File: src/rtl/reorder_buffer_if.sv
// Rename <-> reorder buffer link: micro-op allocation, execute completions,
// branch resolution, retirement to the free list and recovery pulses back to rename.
package reorder_buffer_pkg;
    localparam int PC_W   = 32;
    localparam int PREG_W = 7;
    localparam int TAG_W  = 4;

    typedef struct packed {
        logic [PC_W-1:0]   pc;
        logic [PREG_W-1:0] pd_new;
        logic [PREG_W-1:0] pd_old;
        logic [TAG_W-1:0]  rob_tag;
    } rename_data;
endpackage

interface reorder_buffer_if;
    logic                                     valid_in;
    reorder_buffer_pkg::rename_data           data_in;
    logic                                     ready_in;
    logic                                     cmpl_valid;
    logic [reorder_buffer_pkg::TAG_W-1:0]     cmpl_tag;
    logic                                     br_valid;
    logic [reorder_buffer_pkg::TAG_W-1:0]     br_tag;
    logic                                     br_mispredict;
    logic                                     write_en;
    logic [reorder_buffer_pkg::PREG_W-1:0]    rob_data_in;
    logic                                     mispredict;
    logic                                     hit;
    logic [reorder_buffer_pkg::TAG_W:0]       mispredict_tag;
    logic                                     tag_err;

    modport master (
        output valid_in, data_in, cmpl_valid, cmpl_tag, br_valid, br_tag, br_mispredict,
        input  ready_in, write_en, rob_data_in, mispredict, hit, mispredict_tag, tag_err
    );

    modport slave (
        input  valid_in, data_in, cmpl_valid, cmpl_tag, br_valid, br_tag, br_mispredict,
        output ready_in, write_en, rob_data_in, mispredict, hit, mispredict_tag, tag_err
    );
endinterface

File: src/rtl/reorder_buffer.sv
// In-order retirement buffer: allocates renamed micro-ops at tail, marks completions,
// resolves branches into mispredict/hit pulses and retires one entry per cycle from head.
module reorder_buffer #(
    parameter int DEPTH = 16,
    parameter int TAG_W = 4
) (
    input  logic            clk,
    input  logic            reset,
    reorder_buffer_if.slave rob
);
    import reorder_buffer_pkg::PC_W;
    import reorder_buffer_pkg::PREG_W;

    localparam logic [TAG_W:0]   FULL    = (TAG_W+1)'(DEPTH);
    localparam logic [TAG_W:0]   CNT_ONE = (TAG_W+1)'(1);
    localparam logic [TAG_W-1:0] TAG_ONE = TAG_W'(1);

    logic [DEPTH-1:0]  valid_q;
    logic [DEPTH-1:0]  done_q;
    logic [PREG_W-1:0] pd_new_q [DEPTH];
    logic [PREG_W-1:0] pd_old_q [DEPTH];
    logic [PC_W-1:0]   pc_q     [DEPTH];
    logic [TAG_W-1:0]  head;
    logic [TAG_W-1:0]  tail;
    logic [TAG_W:0]    count;

    logic [TAG_W-1:0]  cmpl_age;
    logic [TAG_W-1:0]  br_age;
    logic              cmpl_live;
    logic              br_live;
    logic              do_alloc;
    logic              do_retire;
    logic              do_flush;
    logic              do_hit;
    logic [DEPTH-1:0]  younger;
    logic [TAG_W:0]    count_next;

    // pc is held per entry for debug visibility; nothing downstream consumes it yet
    logic unused_pc;
    assign unused_pc = ^pc_q[head];

    assign rob.ready_in = (count != FULL) && !rob.mispredict;

    // A tag is live when its distance from head is inside the occupied window.
    // A flush drops any allocation in the same cycle, so tail is restored cleanly.
    always_comb begin
        cmpl_age   = rob.cmpl_tag - head;
        br_age     = rob.br_tag - head;
        cmpl_live  = rob.cmpl_valid && ({1'b0, cmpl_age} < count);
        br_live    = rob.br_valid && ({1'b0, br_age} < count);
        do_retire  = valid_q[head] && done_q[head];
        do_flush   = br_live && rob.br_mispredict;
        do_hit     = br_live && !rob.br_mispredict;
        do_alloc   = rob.valid_in && rob.ready_in && !do_flush;
        younger    = '0;
        for (int i = 0; i < DEPTH; i++) begin
            younger[i] = (TAG_W'(i) - head) > br_age;
        end
        if (do_flush) begin
            count_next = {1'b0, br_age} + CNT_ONE - {{TAG_W{1'b0}}, do_retire};
        end else begin
            count_next = count + {{TAG_W{1'b0}}, do_alloc} - {{TAG_W{1'b0}}, do_retire};
        end
    end

    always_ff @(posedge clk) begin
        if (reset) begin
            head               <= '0;
            tail               <= '0;
            count              <= '0;
            valid_q            <= '0;
            done_q             <= '0;
            rob.write_en       <= 1'b0;
            rob.rob_data_in    <= '0;
            rob.mispredict     <= 1'b0;
            rob.hit            <= 1'b0;
            rob.mispredict_tag <= '0;
            rob.tag_err        <= 1'b0;
        end else begin
            rob.write_en       <= do_retire;
            rob.rob_data_in    <= (do_retire && pd_new_q[head] != '0) ? pd_old_q[head] : '0;
            rob.mispredict     <= do_flush;
            rob.hit            <= do_hit;
            rob.mispredict_tag <= br_live ? {1'b0, rob.br_tag} : '0;
            count              <= count_next;

            if (do_alloc) begin
                valid_q[tail]  <= 1'b1;
                done_q[tail]   <= 1'b0;
                pd_new_q[tail] <= rob.data_in.pd_new;
                pd_old_q[tail] <= rob.data_in.pd_old;
                pc_q[tail]     <= rob.data_in.pc;
                tail           <= tail + TAG_ONE;
                if (rob.data_in.rob_tag != tail) begin
                    rob.tag_err <= 1'b1;
                end
            end

            if (cmpl_live) begin
                done_q[rob.cmpl_tag] <= 1'b1;
            end
            if (br_live) begin
                done_q[rob.br_tag] <= 1'b1;
            end

            if (do_retire) begin
                valid_q[head] <= 1'b0;
                head          <= head + TAG_ONE;
            end

            // The branch survives a flush; only entries younger than it are squashed
            if (do_flush) begin
                tail <= rob.br_tag + TAG_ONE;
                for (int i = 0; i < DEPTH; i++) begin
                    if (younger[i]) begin
                        valid_q[i] <= 1'b0;
                    end
                end
            end
        end
    end
endmodule

File: src/flat_wrapper.sv
// flat-port wrapper written by rule: the top's interface ports become plain ports
module reorder_buffer_flat import reorder_buffer_pkg::PC_W; import reorder_buffer_pkg::PREG_W;
#(
    parameter int DEPTH = 16,
    parameter int TAG_W = 4
)
  (clk, reset, rob_valid_in, rob_data_in, rob_cmpl_valid, rob_cmpl_tag, rob_br_valid, rob_br_tag, rob_br_mispredict, rob_ready_in, rob_write_en, rob_rob_data_in, rob_mispredict, rob_hit, rob_mispredict_tag, rob_tag_err);
  reorder_buffer_if rob_i ();
  input  logic clk;
  input  logic reset;
  input wire logic [$bits(rob_i.valid_in)-1:0] rob_valid_in;
  input wire logic [$bits(rob_i.data_in)-1:0] rob_data_in;
  input wire logic [$bits(rob_i.cmpl_valid)-1:0] rob_cmpl_valid;
  input wire logic [$bits(rob_i.cmpl_tag)-1:0] rob_cmpl_tag;
  input wire logic [$bits(rob_i.br_valid)-1:0] rob_br_valid;
  input wire logic [$bits(rob_i.br_tag)-1:0] rob_br_tag;
  input wire logic [$bits(rob_i.br_mispredict)-1:0] rob_br_mispredict;
  output wire logic [$bits(rob_i.ready_in)-1:0] rob_ready_in;
  output wire logic [$bits(rob_i.write_en)-1:0] rob_write_en;
  output wire logic [$bits(rob_i.rob_data_in)-1:0] rob_rob_data_in;
  output wire logic [$bits(rob_i.mispredict)-1:0] rob_mispredict;
  output wire logic [$bits(rob_i.hit)-1:0] rob_hit;
  output wire logic [$bits(rob_i.mispredict_tag)-1:0] rob_mispredict_tag;
  output wire logic [$bits(rob_i.tag_err)-1:0] rob_tag_err;
  assign rob_i.valid_in = rob_valid_in;
  assign rob_i.data_in = rob_data_in;
  assign rob_i.cmpl_valid = rob_cmpl_valid;
  assign rob_i.cmpl_tag = rob_cmpl_tag;
  assign rob_i.br_valid = rob_br_valid;
  assign rob_i.br_tag = rob_br_tag;
  assign rob_i.br_mispredict = rob_br_mispredict;
  assign rob_ready_in = rob_i.ready_in;
  assign rob_write_en = rob_i.write_en;
  assign rob_rob_data_in = rob_i.rob_data_in;
  assign rob_mispredict = rob_i.mispredict;
  assign rob_hit = rob_i.hit;
  assign rob_mispredict_tag = rob_i.mispredict_tag;
  assign rob_tag_err = rob_i.tag_err;
  reorder_buffer #(.DEPTH(DEPTH), .TAG_W(TAG_W)) u_core (.clk(clk), .reset(reset), .rob(rob_i));
endmodule
File: config.mk
export PLATFORM = sky130hd
export DESIGN_NAME = reorder_buffer_flat
export DESIGN_NICKNAME = d
export VERILOG_FILES = /design/src/rtl/reorder_buffer_if.sv /design/src/rtl/reorder_buffer.sv /design/src/flat_wrapper.sv
export SDC_FILE = /design/constraint.sdc
export NUM_CORES = 1
export LEC_CHECK = 0
export BUFFER_PORTS_ARGS = -buffer_cell sky130_fd_sc_hd__buf_2
export CAP_MARGIN = 5
export CORE_ASPECT_RATIO = 1.1
export CORE_UTILIZATION = 50
export DETAILED_ROUTE_END_ITERATION = 10
export PLACE_DENSITY_LB_ADDON = 0.1
export SYNTH_ARGS = -nofsm -noshare
export SYNTH_HDL_FRONTEND = slang
export SYNTH_SLANG_ARGS = --single-unit
File: constraint.sdc
create_clock -name clk -period 5.69 [get_ports clk]
set_clock_uncertainty 0.1 [all_clocks]
set_input_delay 0 -clock clk [delete_from_list [all_inputs] [get_ports clk]]
set_output_delay 0 -clock clk [all_outputs]
set_load 0.005 [all_outputs]
; Yosys cells after proc, flatten, opt, wreduce, memory -nomap -nowiden
; Memory sizes are Yosys's and may differ from the RTL's. A register that Yosys moved wholly into a read port is not among the register bits.
; Index checks and enable logic that the tools add are counted.
[classes]
add_sub_neg = 25
n_mul = 0
div = 0
n_lt_le_gt_ge = 26
n_eq_ne = 2
n_shift = 0
mux = 45
bitwise = 9
reduce_logical = 21
[op_table]
columns = operator, n
row1 = 16-bit two-way mux, 9
row2 = 4-bit greater-than comparator, 16
row3 = 16-bit OR, 3
row4 = 16-bit bitwise AND, 2
row5 = 16-bit inverter, 2
row6 = "4-bit subtractor, first input constant", 8
row7 = 1-bit two-way mux, 25
row8 = "4-bit by 5-bit less-than comparator with 1-bit output, second input constant", 4
row9 = 1-bit demux with 4-bit select, 4
row10 = "4-bit by 1-bit >= comparator with 1-bit output, second input constant", 4
row11 = 4-bit two-way mux, 4
row12 = "3-bit by 4-bit subtractor with 4-bit output, first input constant", 4
row13 = 1-bit logical AND, 13
row14 = "4-bit by 1-bit adder with 4-bit output, second input constant", 3
row15 = 4-bit by 5-bit less-than comparator with 1-bit output, 2
row16 = 5-bit by 1-bit subtractor with 5-bit output, 2
row17 = 1-bit binary-select mux with 4-bit select, 2
row18 = "1-bit by 4-bit subtractor with 4-bit output, first input constant", 2
row19 = "2-bit by 4-bit subtractor with 4-bit output, first input constant", 2
row20 = 4-bit subtractor, 2
row21 = 7-bit nonzero test, 1
row22 = "4-bit by 1-bit adder with 5-bit output, second input constant", 1
row23 = 5-bit by 1-bit adder with 5-bit output, 1
row24 = 5-bit two-way mux, 1
row25 = 7 further kinds, 11
[totals]
reg_bits = 54
latchBits = 0
mem_bits_rw = 224
romBits = 0
inputBits = 64
out_inout_bits = 17
mem_count = 2
[mem_list]
columns = memory, words, word_bits, rd, rd_ports_with_merged_regs, wr, line_no
row1 = u_core.pd_new_q, 16, 7, 1, 1, 1, reorder_buffer.sv:20  ; logic [PREG_W-1:0] pd_new_q [DEPTH];
row2 = u_core.pd_old_q, 16, 7, 1, 1, 1, reorder_buffer.sv:21  ; logic [PREG_W-1:0] pd_old_q [DEPTH];

; Depth between registers and ports, before layout
; Gate-level depths: netlist (run 1).
[logic_depth]
depth_word = 13
ltp_mapped = 22
ltp_nobuf = 20

; Worst setup path after synthesis (run 1)
; No wires, ideal clock.
[synth_path]
path_type = flip-flop to flip-flop
start = register u_core.head[2]
end = memory u_core.pd_new_q[0][0] (enable)
arrival_ns = 4.059
required_time_ns = 5.187
slack_ns = 1.128
path_stages_with_launch = 13
path_buffers = 2
period_less_slack_ns = 4.562
path_cell_list = dfxtp_1 > buf_2 > inv_1 > clkbuf_1 > ha_1 > a21oi_1 > xnor2_1 > ha_1 > nor2b_1 > a21oi_2 > nor3_1 > nand2_1 > nor3_1
[synth_via]
elab_chain_len = 9
[synth_lines]
columns = element, line_no
row1 = "start, declared", reorder_buffer.sv:23  ; logic [TAG_W-1:0] head;
row2 = "start signal, assigned", reorder_buffer.sv:108  ; head <= head + TAG_ONE;
row3 = 4-bit subtractor, reorder_buffer.sv:48  ; br_age = rob.br_tag - head;
row4 = 4-bit by 5-bit less-than comparator with 1-bit output, reorder_buffer.sv:50  ; br_live = rob.br_valid && ({1'b0, br_age} < count);
row5 = 1-bit logical AND, reorder_buffer.sv:50
row6 = 1-bit logical AND, reorder_buffer.sv:52  ; do_flush = br_live && rob.br_mispredict;
row7 = 1-bit zero test, reorder_buffer.sv:54  ; do_alloc = rob.valid_in && rob.ready_in && !do_flush;
row8 = 1-bit logical AND, reorder_buffer.sv:54
row9 = 1-bit two-way mux (2 in a row), --
row10 = 1-bit two-way mux (implied by the code), reorder_buffer.sv:90  ; pd_new_q[tail] <= rob.data_in.pd_new;
row11 = "end, declared", reorder_buffer.sv:20
; Every way passes these cells.

; Worst setup path in the final report (run 1)
[layout_path]
start = register u_core.head[0]
end = register u_core.done_q[3]
[layout_via]
elab_chain_len = 13
elab_cells_between_ends = 16
cone_classes = add/sub (2) / order compare (2) / mux (5) / bitwise (2) / reduce/logical (5)
[layout_lines]
columns = element, line_no
row1 = 4-bit subtractor, reorder_buffer.sv:48
row2 = 4-bit by 5-bit less-than comparator with 1-bit output, reorder_buffer.sv:50
row3 = 1-bit logical AND, reorder_buffer.sv:50
row4 = 1-bit logical AND, reorder_buffer.sv:52
row5 = 1-bit zero test, reorder_buffer.sv:54
row6 = 1-bit logical AND, reorder_buffer.sv:54
row7 = 16-bit two-way mux, reorder_buffer.sv:87  ; if (do_alloc) begin
row8 = 16-bit two-way mux, reorder_buffer.sv:67  ; if (reset) begin
row9 = 16-bit OR (no line), --
row10 = 16-bit two-way mux, reorder_buffer.sv:99  ; if (cmpl_live) begin
row11 = 16-bit two-way mux, reorder_buffer.sv:67
row12 = 16-bit OR (no line), --
row13 = 16-bit two-way mux *, reorder_buffer.sv:102  ; if (br_live) begin
row14 = "end signal, assigned", reorder_buffer.sv:72  ; done_q <= '0;
row15 = "end signal, assigned by index", reorder_buffer.sv:100  ; done_q[rob.cmpl_tag] <= 1'b1;
row16 = "end signal, assigned by index", reorder_buffer.sv:103  ; done_q[rob.br_tag] <= 1'b1;
row17 = "end, declared", reorder_buffer.sv:19  ; logic [DEPTH-1:0] done_q;
; Mark *: on every way between the ends. The rest lies on a longest branch, timed or not. The select of a mux whose other input is x is not followed.
; A chain may end at the register's enable or synchronous reset.

==> run metrics, run 1 <==
result of the run=complete, no violations; clock power share=35.6%; GRT Residual Overflow=0; Post-synth EDFFs=224; biggest area contributors in the synthesized netlist=edfxtp_1 (53%), dfxtp_1 (10%), ha_1 (6.4%); commonest non-fill, non-tap cell in the layout=edfxtp_1; fin crit share=84.9%; Switching Power=0.00132 W; first-pass GRT wire length=45,700 microns; syn_nets=1,034; Final nets=1,137; Sw Share=26.2%; CTS H-tree depth=1; r2r worst-path depth=14; Detailed Routing Iterations Pass 1=4; GRT Resource Usage Total=23.4%; Synth top area share=53.0%; post-synth cell types=61; number of port buffers=47; Iter 0 DRT Violations=524; most frequent cells in the layout=edfxtp_1 (224), ha_1 (65), dfxtp_1 (62); R2R Setup Slk=860 ps; top_reg_cell synth=edfxtp_1; initial core utilization=51.4%; core area=0.0247 sq mm; Mean Syn Cell Area=14.1 sq um; Worst Hold Launch=rob_cmpl_valid; Yosys top cell by area=edfxtp_1; Sequential Power Share=48.1%; layout cells sized above 1=16.7%; cell area after synthesis=0.0127 sq mm; RR Endpoint=u_core.done_q[3]; final setup TNS=0 ps; antenna-violating nets left=0; number of cells on the worst hold path=5; worst vdd ir=0.246 mV; Ant. Diodes=0; Routed WL=29,400 microns; Yosys reg bits=288; clk buf depth=3; pin count of the biggest net entering global routing=58; min Tclk post-route=4830 ps; Area growth, synth to finish=15.4%; Arrival @ worst endpoint=5210 ps; Pint=0.00373 W; Root Buffer=clkbuf_16; fmax=207 MHz; Worst Hold Endpoint=u_core.done_q[1]; Worst Path Max Fanout=46; fillers=1,942; FP Rows=60; Die W=154 microns; Die Y=169 microns; part of the Yosys area used for sequential elements=63.1%; Worst-Margin Slew=1090 ps; post-CTS setup buffer count=0; Comb power frac=16.3%; drt wl/cell=22.0 microns; Final Wtd Congestion=0.888; # clock sinks=288; PnR Total Power=0.00506 W; worst hold path type=input port to register; Max-slew headroom=27.0%; DRC violations left=0; pwr/cell area=345 mW/mm^2; Setup violations, final=0; vias in the first global route=8,104; CTS tree=done; Required @ worst endpoint=6070 ps; Final Util=59.3%; critical path class=register to register; Post-synth ARST share=0%; cts bufs inserted=29; Post-Synthesis Cells=901; vias per cell=5.90; type of origin of the critical path=register; Critical Path End Type=register; post-DP HPWL=19,300 microns; antenna violations before repair=0; Die ar.=0.0260 sq mm; synth warn=0; LEAKAGE=5.18 nW; final hold vios=0; RSZ-0062 raised after global routing=no; clock transition at the registers of the reported paths=60 ps; Final Slew Violations=0; reg2reg start=u_core.head[0]; total number of vias=7,870; Top Ports=81; Max-Cap Viols=0; Clk Latency, worst-skew pair=540 ps
sequential cells by signal (all words and copies together), names as in the netlist, 4 cells and up, named ones only:
signal and cells:
u_core.pd_old_q 112, u_core.rob.mispredict_tag 4, u_core.pd_new_q 112, u_core.head 4, u_core.done_q 16, u_core.tail 4, u_core.valid_q 16, u_core.rob.rob_data_in 7
u_core.count 5
critical path, cell delays in order, from the launching register on:
cell and delay [ps]:
dfxtp_2 330, buf_4 620, ha_1 270, inv_1 70, fa_1 380, xor2_1 170
ha_1 290, a21o_1 160, a31oi_1 150, o311a_1 230, nor3b_1 520, nand3_1 140
dlygate4sd3_1 580, a31oi_1 170, dlygate4sd3_1 570
layout make-up:
class / instances / area [sq um] / area share [%]
clock inverter: 20 / 160 / 1.09
multi-input combinational: 528 / 4360 / 29.7
timing repair buffer: 113 / 826 / 5.64
tap: 310 / 388 / 2.65
sequential: 288 / 8010 / 54.7
inverter: 44 / 165 / 1.13
clock buffer: 32 / 747 / 5.10
cells by family (layout without fill, tap and decap cells):
| group | after synthesis | count (layout) | share of synthesized area (%) |
|---|---|---|---|
| muxes | 36 | 36 | 6.29 |
| adders and majority gates | 69 | 69 | 7.04 |
| and+or+nand+nor | 224 | 224 | 9.65 |
| xor gates and xnor gates | 31 | 31 | 2.14 |
| other | 1 | 1 | 0.0295 |
| DFF | 288 | 288 | 63.1 |
| buffers and inverters | 85 | 209 | 2.74 |
| AOI/OAI and AO/OA | 167 | 167 | 9.01 |
power by group through the flow:
stage	clock (W)	sequential [W]	combinational, W
detailed placement	0	0.00247	0.000792
CTS	0.00184	0.00243	0.000822
finish	0.00180	0.00243	0.000823
global placement	0	0.00247	0.000762
global route	0.00190	0.00244	0.000919
floorplan	0	0.00243	0.000572
synth_stat cells (all sizes together) (9+ instances only):
library cell / instances
dfxtp: 64
nand4: 11
buf: 14
inv: 44
xnor2: 22
o21ai: 16
nand2b: 12
a21o: 24
mux4: 35
a22oi: 9
nand3: 23
edfxtp: 224
a21oi: 46
clkbuf: 27
a211oi: 24
nand2: 40
nor4: 27
and2: 9
xor2: 9
nor3: 15
a31oi: 10
ha: 65
nor3b: 11
nor2: 40
routing by layer:
metal | wire, microns | track usage [%] | share of wire (%)
met5 | 0 | 0 | 0
met4 | 1080 | 8.96 | 3.7
met3 | 1420 | 2.61 | 4.8
met2 | 14800 | 40.8 | 50
met1 | 12100 | 30.1 | 41
worst max path at each step:
stage	startpoint	to	slack, ps	cells after the start
floorplan	u_core.head[2]	u_core.pd_new_q[0][0]	1130	12
global placement	rob_br_tag[0]	u_core.pd_new_q[5][1]	1440	14
detailed placement	rob_br_tag[0]	u_core.pd_new_q[5][2]	1370	14
CTS	u_core.head[0]	u_core.done_q[3]	890	14
global route	u_core.head[0]	u_core.done_q[3]	630	14
finish	u_core.head[0]	u_core.done_q[3]	860	14
per-stage QoR:
step / setup slack [ps] / area [sq um] / hold WS [ps] / instances
after floorplan: 1130 / 12700 / -20.7 / 901
after global placement: 1440 / 13400 / 99.4 / 1245
after detailed placement: 1370 / 13400 / 103 / 1245
after CTS: 894 / 14700 / 101 / 1335
after global routing: 635 / 14700 / 132 / 1335
final: 861 / 14700 / 129 / 1335
timing repair:
item / in CTS / in global routing
hold endpoints to repair: 257 / 0
hold buffers: 38 / 0
gates resized for setup: 0 / 0
Note: power is estimated with default switching activity, not from simulation.
==> run 2, diff against run 1 <==
Clock period 5.69 ns to 4.2 ns, I/O delays scaled along.
==> run 2 against run 1 <==
Die area unchanged; combinational power up 37%; utilization up 0.88 points; wire length up 1.8%; non-clock buffer count up 14; cell area up 1.5%; sequential power up 36%; power up 41%; clock power up 50%; setup slack worse by 580 ps; sequential share of layout area down 0.80 points; register-to-register slack worse by 580 ps; critical endpoint is now u_core.done_q[11]; largest power group unchanged; highest routed layer unchanged.
==> run metrics, run 2 (same netlist as run 1, synthesis figures left out) <==
result of the run=complete, no violations (unchanged); critical path class=register to register (unchanged); Required @ worst endpoint=4520 ps (was 6070 ps); Top Ports=81 (unchanged); worst hold slack=56.3 ps (was 129 ps); CTS H-tree depth=1 (unchanged); fin crit share=93.3% (was 84.9%); core area=0.0247 sq mm (unchanged); Clk Latency, worst-skew pair=530 ps (was 540 ps); Final nets=1,150 (was 1,137); Die Y=169 microns (unchanged); GRT Residual Overflow=0 (unchanged); CP most frequent cell=ha_1; Die ar.=0.0260 sq mm (unchanged); Final Wtd Congestion=0.917 (was 0.888); GRT Resource Usage Total=23.6% (was 23.4%); clk buf depth=3 (unchanged); CP peak stage delay=550 ps (was 620 ps); Iter 0 DRT Violations=507 (was 524); Arrival @ worst endpoint=4240 ps (was 5210 ps); Slowest cell on crit path=dlygate4sd3_1 (was buf_4); Area growth, synth to finish=17.2% (was 15.4%); fillers=1,899 (was 1,942); vias per cell=5.96 (was 5.90); FP Rows=60 (unchanged); number of port buffers=47 (unchanged); final hold vios=0 (unchanged); drt wl/cell=22.2 microns (was 22.0 microns); worst vdd ir=0.376 mV (was 0.246 mV); commonest non-fill, non-tap cell in the layout=edfxtp_1 (unchanged); fmax=255 MHz (was 207 MHz); post-CTS setup buffer count=0 (unchanged); antenna violations before repair=0 (unchanged); Worst Hold Launch=rob_cmpl_valid (unchanged); Setup violations, final=0 (unchanged); worst hold path type=input port to register (unchanged); type of origin of the critical path=register (unchanged); largest registers=u_core.pd_new_q: 112 flops, u_core.pd_old_q: 112 flops (unchanged); Setup crit start=u_core.head[0] (unchanged); Worst-Margin Slew=914 ps (was 1090 ps); reg2reg start=u_core.head[0] (unchanged); total number of vias=8,032 (was 7,870); # clock sinks=288 (unchanged); LEAKAGE=5.31 nW (was 5.18 nW); pin count of the biggest net entering global routing=47 (was 58); Critical Path End Type=register (unchanged); Final Slew Violations=0 (unchanged); worst-path cell chain=buf_6, ha_1, inv_1, fa_1, xor2_1, ha_1, a21o_1, a31oi_1, o311a_1, nor4bb_1, buf_4, a311o_1, dlygate4sd3_1 (was buf_4, ha_1, inv_1, fa_1, xor2_1, ha_1, a21o_1, a31oi_1, o311a_1, nor3b_1, nand3_1, dlygate4sd3_1, a31oi_1, dlygate4sd3_1); final setup TNS=0 ps (unchanged); DRC violations left=0 (unchanged); post-DP HPWL=20,100 microns (was 19,300 microns); first-pass GRT wire length=46,700 microns (was 45,700 microns); Die W=154 microns (unchanged); R2R Setup Slk=280 ps (was 860 ps); cts bufs inserted=28 (was 29); most frequent cells in the layout=edfxtp_1 (224), ha_1 (65), dfxtp_1 (62) (unchanged); Detailed Routing Iterations Pass 1=5 (was 4); antenna-violating nets left=0 (unchanged); layout cells sized above 1=18.2% (was 16.7%); Max-Cap Viols=0 (unchanged); clock transition at the registers of the reported paths=70 ps (was 60 ps); vias in the first global route=8,441 (was 8,104); RSZ-0062 raised after global routing=no (unchanged); Routed WL=29,900 microns (was 29,400 microns); Worst Path Max Fanout=46 (unchanged); pwr/cell area=480 mW/mm^2 (was 345 mW/mm^2); min Tclk post-route=3920 ps (was 4830 ps); Max-slew headroom=39.0% (was 27.0%); Ant. Diodes=0 (unchanged); CTS tree=done (unchanged); Root Buffer=clkbuf_16 (unchanged); initial core utilization=51.4% (unchanged)
==> run 2: cell count changes in the layout (fill, tap and decap cells not counted), sizes merged <==
cell	before	now
clkinv	14	11
clkbuf	32	33
inv	45	44
bufinv	2	6
clkinvlp	3	1
buf	75	91
dlygate4sd3	38	36
==> run 2: worst paths after layout <==
path | to | cells past startpoint
hold / removal | u_core.done_q[3] | 5
setup / recovery | u_core.done_q[11] | 13
setup reg to reg | u_core.done_q[11] | 13
hold reg to reg | u_core.done_q[6] | 2
==> run 2: area by class of cell <==
type | count | area, sq um | area share [%]
clock buffers | 33 | 771 | 5.18
clock inverters | 18 | 249 | 1.67
inverters | 44 | 165 | 1.11
multi-input cells | 528 | 4360 | 29.3
flip-flops and latches | 288 | 8010 | 53.9
well taps | 310 | 388 | 2.61
repair buffers | 127 | 930 | 6.25
==> run 2: routing by layer <==
layer	share of wire, %	GRT usage [%]	up-vias
li1	-	-	3725
met1	41	29.3	4009
met2	52	43.0	240
met3	4.3	3.07	58
met4	2.5	6.91	0
met5	0	0	-
==> run 2: critical path: cells and delay by family, from the launching register on <==
kind,cells,cell delay (ps)
buffers and inverters,4,1280
adder cells (fa/ha/maj),3,920
XOR/XNOR,1,180
flip-flops,1,330
AND/OR/NAND/NOR,1,160
AO/OA/AOI/OAI,4,820
==> run 2: what timing repair did <==
| action | 4_1_cts | 5_1_grt |
|---|---|---|
| hold buffers | 36 | 0 |
| endpoints found under the setup margin | 0 | 3 |
| endpoints found under the hold margin | 256 | 0 |
| gates resized for setup | 0 | 1 |
==> run 2: report_power, final <==
group / switching [W] / total [W] / leakage [nW] / internal, W
combinational: 0.000662 / 0.00113 / 2.27 / 0.000472
sequential: 0.000101 / 0.00330 / 2.54 / 0.00320
clock: 0.00103 / 0.00270 / 0.499 / 0.00168
==> run 2: metrics by stage <==
step | total power (W) | worst slack, ps | instance area (sq um) | cells | utilization (%)
after floorplan | 0.00408 | 79.7 | 12700 | 901 | -
after global placement | 0.00440 | 473 | 13500 | 1261 | 54.6
after detailed placement | 0.00445 | 350 | 13500 | 1261 | 54.6
after CTS | 0.00717 | 65.2 | 14900 | 1348 | 60.2
after global routing | 0.00742 | 8.82 | 14900 | 1348 | 60.2
final | 0.00713 | 280 | 14900 | 1348 | 60.2
